$ cat config.mk
export PLATFORM = sky130hd
export DESIGN_NAME = uart_bus_port_flat
export DESIGN_NICKNAME = d
export VERILOG_FILES = /design/src/rtl/uart_bus_port_if.sv /design/src/rtl/uart_bus_port.sv /design/src/flat_wrapper.sv
export SDC_FILE = /design/constraint.sdc
export NUM_CORES = 1
export LEC_CHECK = 0
export BUFFER_PORTS_ARGS = -buffer_cell sky130_fd_sc_hd__buf_2
export CAP_MARGIN = 15
export CORE_ASPECT_RATIO = 0.9
export CORE_UTILIZATION = 53
export DETAILED_ROUTE_END_ITERATION = 8
export PLACE_DENSITY = 0.76
export SKIP_CTS_REPAIR_TIMING = 1
export SLEW_MARGIN = 10
export SYNTH_ARGS = -nofsm -noshare
export SYNTH_HDL_FRONTEND = slang
export SYNTH_SLANG_ARGS = --single-unit
$ cat constraint.sdc
create_clock -name clk -period 3.65 [get_ports clk]
set_clock_uncertainty 0.1 [all_clocks]
set_input_delay 1.095 -clock clk [delete_from_list [all_inputs] [get_ports clk]]
set_output_delay 1.095 -clock clk [all_outputs]
set_load 0.01 [all_outputs]
$ cat src/rtl/uart_bus_port_if.sv
// picorv32 native-bus slice seen by the UART responder: select, register address,
// write strobes and data in, one-shot ready and read data out.
interface uart_bus_port_if;
    logic        sel;
    logic        addr2;
    logic [3:0]  wstrb;
    logic [31:0] data_i;
    logic        ready;
    logic [31:0] data_o;

    modport master (
        output sel, addr2, wstrb, data_i,
        input  ready, data_o
    );

    modport slave (
        input  sel, addr2, wstrb, data_i,
        output ready, data_o
    );
endinterface

$ cat src/rtl/uart_bus_port.sv
// Memory-mapped UART: DATA/STATUS registers on the native bus, an 8N1 transmitter
// behind one holding register, and a mid-bit-sampling receiver feeding an RX FIFO.
module uart_bus_port #(
    parameter int CLKS_PER_BIT = 234,
    parameter int RX_DEPTH     = 8
) (
    input  logic           clk,
    input  logic           reset,
    uart_bus_port_if.slave bus,
    input  logic           uart_rx,
    output logic           uart_tx
);

    localparam int CNT_W = $clog2(CLKS_PER_BIT);
    localparam int PTR_W = (RX_DEPTH > 1) ? $clog2(RX_DEPTH) : 1;

    localparam logic [CNT_W-1:0] BIT_LAST  = CNT_W'(CLKS_PER_BIT - 1);
    localparam logic [CNT_W-1:0] HALF_LAST = CNT_W'(CLKS_PER_BIT / 2 - 1);
    localparam logic [3:0]       COUNT_MAX = 4'(RX_DEPTH);
    localparam logic [PTR_W-1:0] PTR_LAST  = PTR_W'(RX_DEPTH - 1);

    localparam logic [1:0] TX_IDLE  = 2'd0;
    localparam logic [1:0] TX_START = 2'd1;
    localparam logic [1:0] TX_DATA  = 2'd2;
    localparam logic [1:0] TX_STOP  = 2'd3;

    localparam logic [1:0] RX_IDLE  = 2'd0;
    localparam logic [1:0] RX_START = 2'd1;
    localparam logic [1:0] RX_DATA  = 2'd2;
    localparam logic [1:0] RX_STOP  = 2'd3;

    // Bus handshake
    logic             ready_q;
    logic             served_q, served_d;
    logic [31:0]      data_o_q, data_o_d;
    logic             is_write, data_wr, stall, fire;
    logic             hold_load, pop, sticky_clr;
    logic [31:0]      status_word, rx_head_word;

    // Transmit path
    logic             hold_full_q, hold_full_d;
    logic [7:0]       hold_q, hold_d;
    logic [1:0]       tx_state_q, tx_state_d;
    logic [CNT_W-1:0] tx_cnt_q, tx_cnt_d;
    logic [2:0]       tx_bit_q, tx_bit_d;
    logic [7:0]       tx_shift_q, tx_shift_d;
    logic             tx_line_q, tx_line_d;
    logic             tx_take, tx_bit_end, tx_busy;

    // Receive path
    logic             rx_meta_q, rx_sync_q, rx_prev_q;
    logic [1:0]       rx_state_q, rx_state_d;
    logic [CNT_W-1:0] rx_cnt_q, rx_cnt_d;
    logic [2:0]       rx_bit_q, rx_bit_d;
    logic [7:0]       rx_shift_q, rx_shift_d;
    logic             push_req, frame_set;

    // RX FIFO and sticky status
    logic [7:0]       fifo_mem [RX_DEPTH];
    logic [PTR_W-1:0] wr_ptr_q, wr_ptr_d, rd_ptr_q, rd_ptr_d;
    logic [3:0]       rx_count_q, rx_count_d;
    logic             fifo_full, push, overrun_set;
    logic             overrun_q, overrun_d, frame_err_q, frame_err_d;

    logic             unused_wdata;

    function automatic logic [PTR_W-1:0] ptr_inc(input logic [PTR_W-1:0] p);
        return (p == PTR_LAST) ? '0 : p + PTR_W'(1);
    endfunction

    assign unused_wdata = ^bus.data_i[31:8];

    assign is_write   = |bus.wstrb;
    assign data_wr    = !bus.addr2 && bus.wstrb[0];
    // A DATA write cannot complete while the holding register is still occupied.
    assign stall      = data_wr && hold_full_q;
    assign fire       = bus.sel && !served_q && !stall;
    assign served_d   = fire || (served_q && bus.sel);
    assign hold_load  = fire && data_wr;
    assign pop        = fire && !bus.addr2 && !is_write && (rx_count_q != 4'd0);
    assign sticky_clr = fire && bus.addr2 && is_write;

    assign tx_busy      = hold_full_q || (tx_state_q != TX_IDLE);
    assign rx_head_word = (rx_count_q != 4'd0) ? {23'd0, 1'b1, fifo_mem[rd_ptr_q]} : 32'd0;
    assign status_word  = {24'd0, rx_count_q, frame_err_q, overrun_q,
                           (rx_count_q != 4'd0), tx_busy};

    always_comb begin
        data_o_d = 32'd0;
        if (fire && !is_write) begin
            data_o_d = bus.addr2 ? status_word : rx_head_word;
        end
    end

    always_comb begin
        hold_full_d = hold_full_q;
        hold_d      = hold_q;
        if (tx_take) begin
            hold_full_d = 1'b0;
        end
        if (hold_load) begin
            hold_full_d = 1'b1;
            hold_d      = bus.data_i[7:0];
        end
    end

    assign tx_bit_end = (tx_cnt_q == BIT_LAST);

    // NOTE: every variable gets a default before the case, so no path leaves it unassigned (no latch).
    always_comb begin
        tx_state_d = tx_state_q;
        tx_cnt_d   = tx_cnt_q;
        tx_bit_d   = tx_bit_q;
        tx_shift_d = tx_shift_q;
        tx_line_d  = tx_line_q;
        tx_take    = 1'b0;
        if (tx_state_q != TX_IDLE) begin
            tx_cnt_d = tx_bit_end ? '0 : tx_cnt_q + CNT_W'(1);
        end
        case (tx_state_q)
            TX_IDLE: begin
                if (hold_full_q) begin
                    tx_take    = 1'b1;
                    tx_shift_d = hold_q;
                    tx_line_d  = 1'b0;
                    tx_cnt_d   = '0;
                    tx_state_d = TX_START;
                end
            end
            TX_START: begin
                if (tx_bit_end) begin
                    tx_line_d  = tx_shift_q[0];
                    tx_bit_d   = 3'd0;
                    tx_state_d = TX_DATA;
                end
            end
            TX_DATA: begin
                if (tx_bit_end) begin
                    if (tx_bit_q == 3'd7) begin
                        tx_line_d  = 1'b1;
                        tx_state_d = TX_STOP;
                    end else begin
                        tx_shift_d = {1'b0, tx_shift_q[7:1]};
                        tx_line_d  = tx_shift_q[1];
                        tx_bit_d   = tx_bit_q + 3'd1;
                    end
                end
            end
            TX_STOP: begin
                if (tx_bit_end) begin
                    // Chain straight into the next start bit so queued bytes leave no idle gap.
                    if (hold_full_q) begin
                        tx_take    = 1'b1;
                        tx_shift_d = hold_q;
                        tx_line_d  = 1'b0;
                        tx_state_d = TX_START;
                    end else begin
                        tx_state_d = TX_IDLE;
                    end
                end
            end
            default: tx_state_d = TX_IDLE;
        endcase
    end

    always_comb begin
        rx_state_d = rx_state_q;
        rx_cnt_d   = rx_cnt_q;
        rx_bit_d   = rx_bit_q;
        rx_shift_d = rx_shift_q;
        push_req   = 1'b0;
        frame_set  = 1'b0;
        case (rx_state_q)
            RX_IDLE: begin
                if (rx_prev_q && !rx_sync_q) begin
                    rx_cnt_d   = '0;
                    rx_state_d = RX_START;
                end
            end
            RX_START: begin
                // Mid-start-bit check rejects glitches shorter than half a bit.
                if (rx_cnt_q == HALF_LAST) begin
                    rx_cnt_d   = '0;
                    rx_bit_d   = 3'd0;
                    rx_state_d = rx_sync_q ? RX_IDLE : RX_DATA;
                end else begin
                    rx_cnt_d = rx_cnt_q + CNT_W'(1);
                end
            end
            RX_DATA: begin
                if (rx_cnt_q == BIT_LAST) begin
                    rx_cnt_d   = '0;
                    rx_shift_d = {rx_sync_q, rx_shift_q[7:1]};
                    rx_bit_d   = rx_bit_q + 3'd1;
                    if (rx_bit_q == 3'd7) begin
                        rx_state_d = RX_STOP;
                    end
                end else begin
                    rx_cnt_d = rx_cnt_q + CNT_W'(1);
                end
            end
            RX_STOP: begin
                if (rx_cnt_q == BIT_LAST) begin
                    rx_cnt_d   = '0;
                    rx_state_d = RX_IDLE;
                    push_req   = rx_sync_q;
                    frame_set  = !rx_sync_q;
                end else begin
                    rx_cnt_d = rx_cnt_q + CNT_W'(1);
                end
            end
            default: rx_state_d = RX_IDLE;
        endcase
    end

    // A pop on the same edge frees the slot, so a push then still fits.
    assign fifo_full   = (rx_count_q == COUNT_MAX);
    assign push        = push_req && (!fifo_full || pop);
    assign overrun_set = push_req && !push;

    assign wr_ptr_d    = push ? ptr_inc(wr_ptr_q) : wr_ptr_q;
    assign rd_ptr_d    = pop  ? ptr_inc(rd_ptr_q) : rd_ptr_q;
    assign rx_count_d  = rx_count_q + 4'(push) - 4'(pop);
    assign overrun_d   = (overrun_q   && !sticky_clr) || overrun_set;
    assign frame_err_d = (frame_err_q && !sticky_clr) || frame_set;

    always_ff @(posedge clk) begin
        if (reset) begin
            ready_q     <= 1'b0;
            served_q    <= 1'b0;
            data_o_q    <= 32'd0;
            hold_full_q <= 1'b0;
            hold_q      <= 8'd0;
            tx_state_q  <= TX_IDLE;
            tx_cnt_q    <= '0;
            tx_bit_q    <= 3'd0;
            tx_shift_q  <= 8'd0;
            tx_line_q   <= 1'b1;
            rx_meta_q   <= 1'b1;
            rx_sync_q   <= 1'b1;
            rx_prev_q   <= 1'b1;
            rx_state_q  <= RX_IDLE;
            rx_cnt_q    <= '0;
            rx_bit_q    <= 3'd0;
            rx_shift_q  <= 8'd0;
            wr_ptr_q    <= '0;
            rd_ptr_q    <= '0;
            rx_count_q  <= 4'd0;
            overrun_q   <= 1'b0;
            frame_err_q <= 1'b0;
        end else begin
            ready_q     <= fire;
            served_q    <= served_d;
            data_o_q    <= data_o_d;
            hold_full_q <= hold_full_d;
            hold_q      <= hold_d;
            tx_state_q  <= tx_state_d;
            tx_cnt_q    <= tx_cnt_d;
            tx_bit_q    <= tx_bit_d;
            tx_shift_q  <= tx_shift_d;
            tx_line_q   <= tx_line_d;
            rx_meta_q   <= uart_rx;
            rx_sync_q   <= rx_meta_q;
            rx_prev_q   <= rx_sync_q;
            rx_state_q  <= rx_state_d;
            rx_cnt_q    <= rx_cnt_d;
            rx_bit_q    <= rx_bit_d;
            rx_shift_q  <= rx_shift_d;
            wr_ptr_q    <= wr_ptr_d;
            rd_ptr_q    <= rd_ptr_d;
            rx_count_q  <= rx_count_d;
            overrun_q   <= overrun_d;
            frame_err_q <= frame_err_d;
        end
    end

    // NOTE: FIFO storage is not reset; the count and pointers alone decide what is valid.
    always_ff @(posedge clk) begin
        if (push) begin
            fifo_mem[wr_ptr_q] <= rx_shift_q;
        end
    end

    assign bus.ready  = ready_q;
    assign bus.data_o = data_o_q;
    assign uart_tx    = tx_line_q;

endmodule

$ cat src/flat_wrapper.sv
// flat-port wrapper written by rule: the top's interface ports become plain ports
module uart_bus_port_flat 
#(
    parameter int CLKS_PER_BIT = 234,
    parameter int RX_DEPTH     = 8
)
  (clk, reset, uart_rx, uart_tx, bus_sel, bus_addr2, bus_wstrb, bus_data_i, bus_ready, bus_data_o);
  uart_bus_port_if bus_i ();
  input  logic clk;
  input  logic reset;
  input  logic uart_rx;
  output logic uart_tx;
  input wire logic [$bits(bus_i.sel)-1:0] bus_sel;
  input wire logic [$bits(bus_i.addr2)-1:0] bus_addr2;
  input wire logic [$bits(bus_i.wstrb)-1:0] bus_wstrb;
  input wire logic [$bits(bus_i.data_i)-1:0] bus_data_i;
  output wire logic [$bits(bus_i.ready)-1:0] bus_ready;
  output wire logic [$bits(bus_i.data_o)-1:0] bus_data_o;
  assign bus_i.sel = bus_sel;
  assign bus_i.addr2 = bus_addr2;
  assign bus_i.wstrb = bus_wstrb;
  assign bus_i.data_i = bus_data_i;
  assign bus_ready = bus_i.ready;
  assign bus_data_o = bus_i.data_o;
  uart_bus_port #(.CLKS_PER_BIT(CLKS_PER_BIT), .RX_DEPTH(RX_DEPTH)) u_core (.clk(clk), .reset(reset), .bus(bus_i), .uart_rx(uart_rx), .uart_tx(uart_tx));
endmodule
==> results.toml, run 1 <==
[synthesis]
netlist.area_leader.share_pct = 29.4
ys_ff_latch = 145
ys_seq_area_share_pct = 54.1
avgSynthCellArea_um2 = 11.6
synth_area_leaders = "edfxtp_1 (29%), dfxtp_1 (25%), mux4_2 (5.5%)"
synth-edff-count = 64
async_flop_share_pct = 0
syn-cell-area_mm2 = 0.00655
synth_cell_types = 63
netlist_instances = 565
yosys_warnings = 0
synth_area_leader_cell = "edfxtp_1"
synthFlopType = "dfxtp_1"

[placement]
dp_hpwl_um = 8670
place_congestion = 0.844
port_buffers = 27
postPlaceCellArea_mm2 = 0.00680

[pwr]
clkPwrFrac_pct = 47.6
leakage_nw = 2.75
seqPwrFrac_pct = 45.2
switching_share_pct = 22.9
power_switching_mw = 0.878
totalPowerFinal_mw = 3.84
p_per_area_mw_per_mm2 = 515
ir_worst_vdd_mv = 0.287
intPower_mw = 2.96
comb_power_share_pct = 7.2

[final_layout]
final_util_pct = 61.9
fin_area_mm2 = 0.00745
layout-drive-gt1-share_pct = 17.3
final_cell_mix = "dfxtp_1 (81), edfxtp_1 (64), nand2_1 (52)"
final_nets = 668
mostFrequentLayoutCell = "dfxtp_1"
area_delta_synth_final_pct = 13.7
antenna_cells = 0

[worst_setup_path]
cp-start-kind = "primary input"
cp_max_fo = 6
critPathRequiredTime_ns = 3.84
slowest_delay_ns = 0.59
path_cells = "buf_2, or4_4, a211o_1, inv_1, ha_1, inv_1, ha_1, fa_1, nor2b_1"
worstPathArrival_ns = 3.29
endpoint_kind = "flip-flop"
crit_family = "adder cells"
worst_path_max_delay_cell = "or4_4"
critPathBufInv = 3
critPathKind = "in -> reg"

[routing]
first_pass_iters = 4
drc = 0
vias = 4383
drt_iter0_markers = 366
ant_nets = 0
drt_wl_total_um = 12900
routedWlPerCell_um = 16.7
vias_per_cell = 5.68

[floorplan]
io_pins = 75
start_util_pct = 54.4
die_w_um = 119
row_count = 38
core_mm2 = 0.0120
die_y_um = 107
dieArea_mm2 = 0.0128

[clocking]
clk_path_buf_depth = 2
cts_sinks = 145
tritoncts = "built"
clk_latency_ns = 0.42
clock-root-buffer = "clkbuf_16"
clk_pin_slew_ns = 0.06
cts_inserted_buffers = 17
cts-htree-levels = 4

[sta]
setup_viol = 0
setup_tns_ns = 0
rsz0062_at_grt = "no"
maxSlewHeadroom_pct = 27.9
finalHoldViolCount = 0
post-route-period-util_pct = 84.8
finalCriticalPeriod_ns = 3.10
tightest_slew_ns = 1.08
fmax_mhz = 323
fin_hold_ws_ns = 0.313
finalMaxSlewViolations = 0

[global_route]
grt_pass1_wl_um = 21100
grt.overflow.total = 0
grt_pass1_vias = 4192
grt_max_degree = 43
antenna_found_initial = 0
gr-usage-all-layers_pct = 21.7

[min_path]
min_path_type = "reg -> reg"

[job]
max_cap_viol_count = 0

[outcome]
status = "finished, final reports clean"
==> stage by stage <==
step | instances | setup slack [ns]
global placement | 740 | 0.228
finish | 772 | 0.554
floorplan | 587 | 0.135
CTS | 772 | 0.553
detailed placement | 740 | 0.159
global route | 772 | 0.479
==> layout make-up <==
type	instances	area (µm²)
repair buffers	40	233
fillers	917	4580
flip-flops and latches	145	3540
clock buffers	25	561
clock inverters	7	81.3
multi-input cells	371	2740
inverters	24	90.1
well taps	160	200
==> worst paths after layout <==
| path | startpoint | slack, ns | cells past startpoint | end |
|---|---|---|---|---|
| worst max-delay path | bus_wstrb[0] | 0.55 | 9 | u_core.rx_count_q[1]$_SDFF_PP0_ |
| worst min-delay path | u_core.rx_meta_q$_SDFF_PP1_ | 0.31 | 1 | u_core.rx_sync_q$_SDFF_PP1_ |
| worst max register to register | u_core.rx_cnt_q[3]$_SDFFE_PP0N_ | 0.95 | 7 | u_core.rx_count_q[1]$_SDFF_PP0_ |
| worst min register to register | u_core.rx_meta_q$_SDFF_PP1_ | 0.31 | 1 | u_core.rx_sync_q$_SDFF_PP1_ |
==> registers in the layout, indices dropped and copies added, names as in the netlist, 2 cells and up, named ones only <==
register           flops
u_core.rx_cnt_q        8
u_core.tx_shift_q      8
u_core.wr_ptr_q        3
u_core.tx_state_q      2
u_core.rx_bit_q        3
u_core.hold_q          8
u_core.bus.data_o      9
u_core.rd_ptr_q        3
u_core.fifo_mem       64
u_core.rx_count_q      4
u_core.tx_bit_q        3
u_core.rx_shift_q      8
u_core.tx_cnt_q        8
==> cells in the mapped netlist (5+ instances only) <==
| library cell | instances |
|---|---|
| dfxtp_1 | 81 |
| edfxtp_1 | 64 |
| nand2_1 | 52 |
| a21oi_1 | 34 |
| nor2_1 | 33 |
| ha_1 | 27 |
| inv_1 | 24 |
| buf_4 | 23 |
| mux2i_1 | 21 |
| clkbuf_1 | 18 |
| mux4_2 | 16 |
| o21ai_0 | 14 |
| nand2b_1 | 13 |
| nor3_1 | 11 |
| nand3_1 | 10 |
| mux2_2 | 8 |
| o21bai_1 | 8 |
| o311a_1 | 8 |
| a211oi_1 | 6 |
| o31ai_1 | 6 |
| a311oi_1 | 5 |
| nand4_1 | 5 |
| nor4_1 | 5 |
==> power by group through the flow <==
stage | Combinational, mW | Sequential (mW) | Clock (mW)
6_report | 0.277 | 1.73 | 1.83
2_1_floorplan | 0.223 | 1.76 | 0
5_1_grt | 0.312 | 1.74 | 1.92
3_5_place_dp | 0.272 | 1.77 | 0
3_3_place_gp | 0.261 | 1.76 | 0
4_1_cts | 0.275 | 1.73 | 1.84
==> metal layers <==
layer	up-vias	wire length, µm	part of all wire, %	track usage (%)
met5	-	0	0	0
met4	0	150	1.2	6.51
met3	13	679	5.3	5.19
met2	121	6320	49	37.0
met1	2136	5770	45	27.4
li1	2113	-	-	-
==> cells by family (layout without fill, tap and decap cells) <==
group	count (synthesis)	in the layout	synth area share, %
adders and majority gates	28	28	5.47
DFF	145	145	54.1
and+or+nand+nor	164	164	12.9
muxes	45	45	10.1
AOI/OAI and AO/OA	107	107	11.3
other	1	23	0.0573
xor gates and xnor gates	4	4	0.535
buffers and inverters	71	96	5.52
(Power assumes the default switching activity.)
==> run 2, diff against run 1 <==
--- a/config.mk
+++ b/config.mk
@@ -8,9 +8,9 @@
 export BUFFER_PORTS_ARGS = -buffer_cell sky130_fd_sc_hd__buf_2
 export CAP_MARGIN = 15
 export CORE_ASPECT_RATIO = 0.9
-export CORE_UTILIZATION = 53
+export CORE_UTILIZATION = 58
 export DETAILED_ROUTE_END_ITERATION = 8
-export PLACE_DENSITY = 0.76
+export PLACE_DENSITY = 0.79
 export SKIP_CTS_REPAIR_TIMING = 1
 export SLEW_MARGIN = 10
 export SYNTH_ARGS = -nofsm -noshare
==> constraint.sdc (replaced) <==
create_clock -name clk -period 3.2 [get_ports clk]
set_clock_uncertainty 0.1 [all_clocks]
set_input_delay 0.96 -clock clk [delete_from_list [all_inputs] [get_ports clk]]
set_output_delay 0.96 -clock clk [all_outputs]
set_load 0.01 [all_outputs]
==> results.toml, run 2 (same netlist as run 1, synthesis figures left out) <==
[outcome]
status = "finished, final reports clean"

[global_route]
gr-usage-all-layers_pct = 24.4
grt_max_degree = 47
grt_pass1_vias = 4334
grt_pass1_wl_um = 21200
use_met3_pct = 7.05
antenna_found_initial = 0
grtUsageMet1_pct = 29.2
grtUsageMet2_pct = 41.4
grt-busiest-layer = "met2"
grt.overflow.total = 0

[floorplan]
die_w_um = 114
io_pins = 75
die_y_um = 103
start_util_pct = 60.1
core_mm2 = 0.0109
row_count = 36
dieArea_mm2 = 0.0117

[sta]
setup_viol = 0
setup_ws_ns = 0.312
finalHoldViolCount = 0
post-route-period-util_pct = 90.2
maxSlewHeadroom_pct = 39.5
rsz0062_at_grt = "no"
fmax_mhz = 346
finalMaxSlewViolations = 0
finalCriticalPeriod_ns = 2.89
setup_tns_ns = 0
fin_hold_ws_ns = 0.322
tightest_slew_ns = 0.908

[worst_setup_path]
slowest_delay_ns = 0.57
startpoint = "bus_wstrb[0]"
r2r-start = "u_core.rx_cnt_q[3]$_SDFFE_PP0N_"
cp_max_fo = 4
worst-r2r-cell-count = 7
critPathKind = "in -> reg"
reg2reg_slack_ns = 0.52
path_cells = "buf_2, or4_4, o311ai_1, nand2_1, inv_1, ha_1, fa_1, nor2b_1"
endpoint = "u_core.rx_count_q[1]$_SDFF_PP0_"
endpoint_kind = "flip-flop"
cp-start-kind = "primary input"
critPathRequiredTime_ns = 3.39
worstPathArrival_ns = 3.08
worst_path_max_delay_cell = "or4_4"
r2r-end = "u_core.rx_count_q[1]$_SDFF_PP0_"

[clocking]
clock-root-buffer = "clkbuf_16"
cts_sinks = 145
cts-htree-levels = 4
clk_path_buf_depth = 2
clk_pin_slew_ns = 0.06
tritoncts = "built"
clk_latency_ns = 0.42
cts_inserted_buffers = 17

[pwr]
p_per_area_mw_per_mm2 = 572
totalPowerFinal_mw = 4.25
leakage_nw = 2.75
ir_worst_vdd_mv = 0.386

[routing]
ant_nets = 0
routedWlPerCell_um = 17.6
drc = 0
vias = 4493
drt_wl_total_um = 13500
first_pass_iters = 5
vias_per_cell = 5.84
drt_iter0_markers = 441

[final_layout]
final_cell_count_no_fill = 770
largest_reg_flops = 64
area_delta_synth_final_pct = 13.4
layout-drive-gt1-share_pct = 18.3
largest-register = "u_core.fifo_mem"
final_cell_mix = "dfxtp_1 (81), edfxtp_1 (64), nand2_1 (52)"
fin_area_mm2 = 0.00743
final_util_pct = 68.1
final_nets = 674
mostFrequentLayoutCell = "dfxtp_1"
antenna_cells = 0

[placement]
postPlaceCellArea_mm2 = 0.00684
place_congestion = 0.851
port_buffers = 27
dp.cells = 738
dp_hpwl_um = 8840
place_ws_ns = -0.0764

[min_path]
min_path_type = "reg -> reg"

[job]
max_cap_viol_count = 0
[run 2: cell count changes in the layout (fill, tap and decap cells not counted), moves of 2 or more]
cell	change
buf_4	+6
clkbuf_16	-4
clkinvlp_4	+3
clkbuf_8	-2
[run 2: power by group]
group	switching [mW]	internal [mW]	leakage, nW
clock	0.789	1.16	0.273
sequential	0.0284	1.95	1.25
combinational	0.201	0.120	1.23
total	1.02	3.23	2.75
[run 2: worst min-delay path by stage]
stage | endpoint | depth (start not counted) | from
floorplan | u_core.rx_sync_q$_SDFF_PP1_ | 1 | u_core.rx_meta_q$_SDFF_PP1_
global placement | u_core.rx_sync_q$_SDFF_PP1_ | 1 | u_core.rx_meta_q$_SDFF_PP1_
detailed placement | u_core.rx_sync_q$_SDFF_PP1_ | 1 | u_core.rx_meta_q$_SDFF_PP1_
CTS | u_core.rx_sync_q$_SDFF_PP1_ | 1 | u_core.rx_meta_q$_SDFF_PP1_
global route | u_core.rx_sync_q$_SDFF_PP1_ | 1 | u_core.rx_meta_q$_SDFF_PP1_
finish | u_core.rx_sync_q$_SDFF_PP1_ | 1 | u_core.rx_meta_q$_SDFF_PP1_
[run 2: area by class of cell]
type | instances | area (µm²)
repair buffers | 46 | 278
inverters | 24 | 90.1
flip-flops and latches | 145 | 3540
clock inverters | 14 | 154
fillers | 801 | 3470
multi-input cells | 371 | 2740
clock buffers | 18 | 429
well taps | 152 | 190
[run 2: critical path, delay by kind of cell]
family / cells / cell delay, ns
simple gates: 3 / 0.85
fa+ha+maj: 2 / 0.63
compound gates: 1 / 0.42
buf+inv: 2 / 0.21
[run 2: per-layer routing]
| layer | share of wire, % | vias to the layer above | wire (µm) |
|---|---|---|---|
| met5 | 0 | - | 0 |
| met2 | 50 | 182 | 6780 |
| met1 | 41 | 2156 | 5540 |
| li1 | - | 2124 | - |
| met3 | 6.6 | 31 | 896 |
| met4 | 2.3 | 0 | 314 |
==> run 3, diff against run 2 <==
==> constraint.sdc (replaced) <==
create_clock -name clk -period 3.2 [get_ports clk]
set_clock_uncertainty 0.1 [all_clocks]
set_input_delay 0.16 -clock clk [delete_from_list [all_inputs] [get_ports clk]]
set_output_delay 0.16 -clock clk [all_outputs]
set_load 0.01 [all_outputs]
==> results.toml, run 3 (same netlist as run 1, synthesis figures left out) <==
[clocking]
clk_pin_slew_ns = 0.06
clk_latency_ns = 0.42
cts_sinks = 145
cts_inserted_buffers = 17
cts-htree-levels = 4
tritoncts = "built"
clk_path_buf_depth = 2
clock-root-buffer = "clkbuf_16"

[global_route]
grt_max_degree = 52
gr-usage-all-layers_pct = 24.4
grt.overflow.total = 0
grt_pass1_vias = 4300
grt_pass1_wl_um = 21100
antenna_found_initial = 0

[min_path]
min_path_type = "in -> reg"

[sta]
maxSlewHeadroom_pct = 41.4
finalCriticalPeriod_ns = 2.73
rsz0062_at_grt = "no"
tightest_slew_ns = 0.879
finalHoldViolCount = 0
fmax_mhz = 366
setup_viol = 0
finalMaxSlewViolations = 0
setup_tns_ns = 0
post-route-period-util_pct = 85.3

[final_layout]
multiInputGateArea_mm2 = 0.00273
layout-drive-gt1-share_pct = 16.9
fillers = 755
area_delta_synth_final_pct = 14.6
final_nets = 679
regArea_mm2 = 0.00354
antenna_cells = 0
final_cell_count_no_fill = 775
largest-register = "u_core.fifo_mem"
largest_reg_flops = 64
final_cell_mix = "dfxtp_1 (81), edfxtp_1 (64), nand2_1 (52)"
mostFrequentLayoutCell = "dfxtp_1"

[worst_setup_path]
cp-start-kind = "primary input"
cp_max_fo = 5
endpoint_kind = "flip-flop"
critPathRequiredTime_ns = 3.40
critPathKind = "in -> reg"
worstPathArrival_ns = 2.93

[job]
max_cap_viol_count = 0

[pwr]
totalPowerFinal_mw = 4.30
p_per_area_mw_per_mm2 = 573
ir_worst_vdd_mv = 0.411
leakage_nw = 2.78

[routing]
vias = 4481
vias_per_cell = 5.78
drc = 0
routedWlPerCell_um = 17.5
drt_iter0_markers = 249
drt_wl_total_um = 13600
first_pass_iters = 5
ant_nets = 0

[floorplan]
dieArea_mm2 = 0.0117
io_pins = 75
start_util_pct = 60.1
core_mm2 = 0.0109
die_w_um = 114
row_count = 36
die_y_um = 103

[placement]
port_buffers = 27
dp.cells = 732
dp_hpwl_um = 8890
place_congestion = 0.863

[outcome]
status = "finished, final reports clean"
## run 3: cell type report
| class | instances | share of cell area, % |
|---|---|---|
| clock buffer | 18 | 5.72 |
| clock inverter | 14 | 2.33 |
| inverter | 24 | 1.20 |
| multi-input combinational | 371 | 36.4 |
| sequential | 145 | 47.2 |
| tap | 152 | 2.54 |
| timing repair buffer | 51 | 4.57 |
## run 3: path summary, 6_finish.rpt
path                              startpoint                              end  slack, ns  cells past startpoint
min                                bus_addr2  u_core.bus.data_o[1]$_SDFF_PP0_       0.02                      2
max                                  bus_sel  u_core.rx_count_q[1]$_SDFF_PP0_       0.47                      9
max reg2reg  u_core.rx_cnt_q[3]$_SDFFE_PP0N_  u_core.rx_count_q[1]$_SDFF_PP0_       0.52                      7
min reg2reg      u_core.rx_meta_q$_SDFF_PP1_      u_core.rx_sync_q$_SDFF_PP1_       0.31                      1
## run 3: layer usage
layer / global-route usage [%] / wire length (µm) / share of wire, % / vias up
met4: 9.29 / 253 / 1.9 / 0
met2: 42.4 / 6790 / 50 / 135
li1: - / - / - / 2136
met5: 0 / 0 / 0 / -
met3: 6.53 / 820 / 6.0 / 21
met1: 29.4 / 5710 / 42 / 2189
## run 3: stage by stage
step                area, µm²  utilization (%)  hold slack [ns]  setup slack (ns)
floorplan                6630                -            0.164             0.401
global placement         6790             62.3            0.254             0.558
detailed placement       6790             62.3            0.252             0.473
CTS                      7390             67.8           -0.184             0.542
global route             7500             68.8         0.000155             0.326
finish                   7500             68.8           0.0210             0.470
## run 3: worst max-delay path, stage by stage
cell and delay (ns):
dlygate4sd3_1 0.53, buf_2 0.13, or3b_2 0.49, o311ai_1 0.51
nand2_1 0.23, inv_1 0.12, ha_1 0.20, fa_1 0.41
nor2b_1 0.14
## run 3: power by group
part | leakage (nW) | total [mW] | internal [mW] | switching [mW]
logic | 1.24 | 0.323 | 0.127 | 0.197
clock network | 0.290 | 2.00 | 1.23 | 0.766
registers | 1.25 | 1.98 | 1.95 | 0.0277
total | 2.78 | 4.30 | 3.31 | 0.991
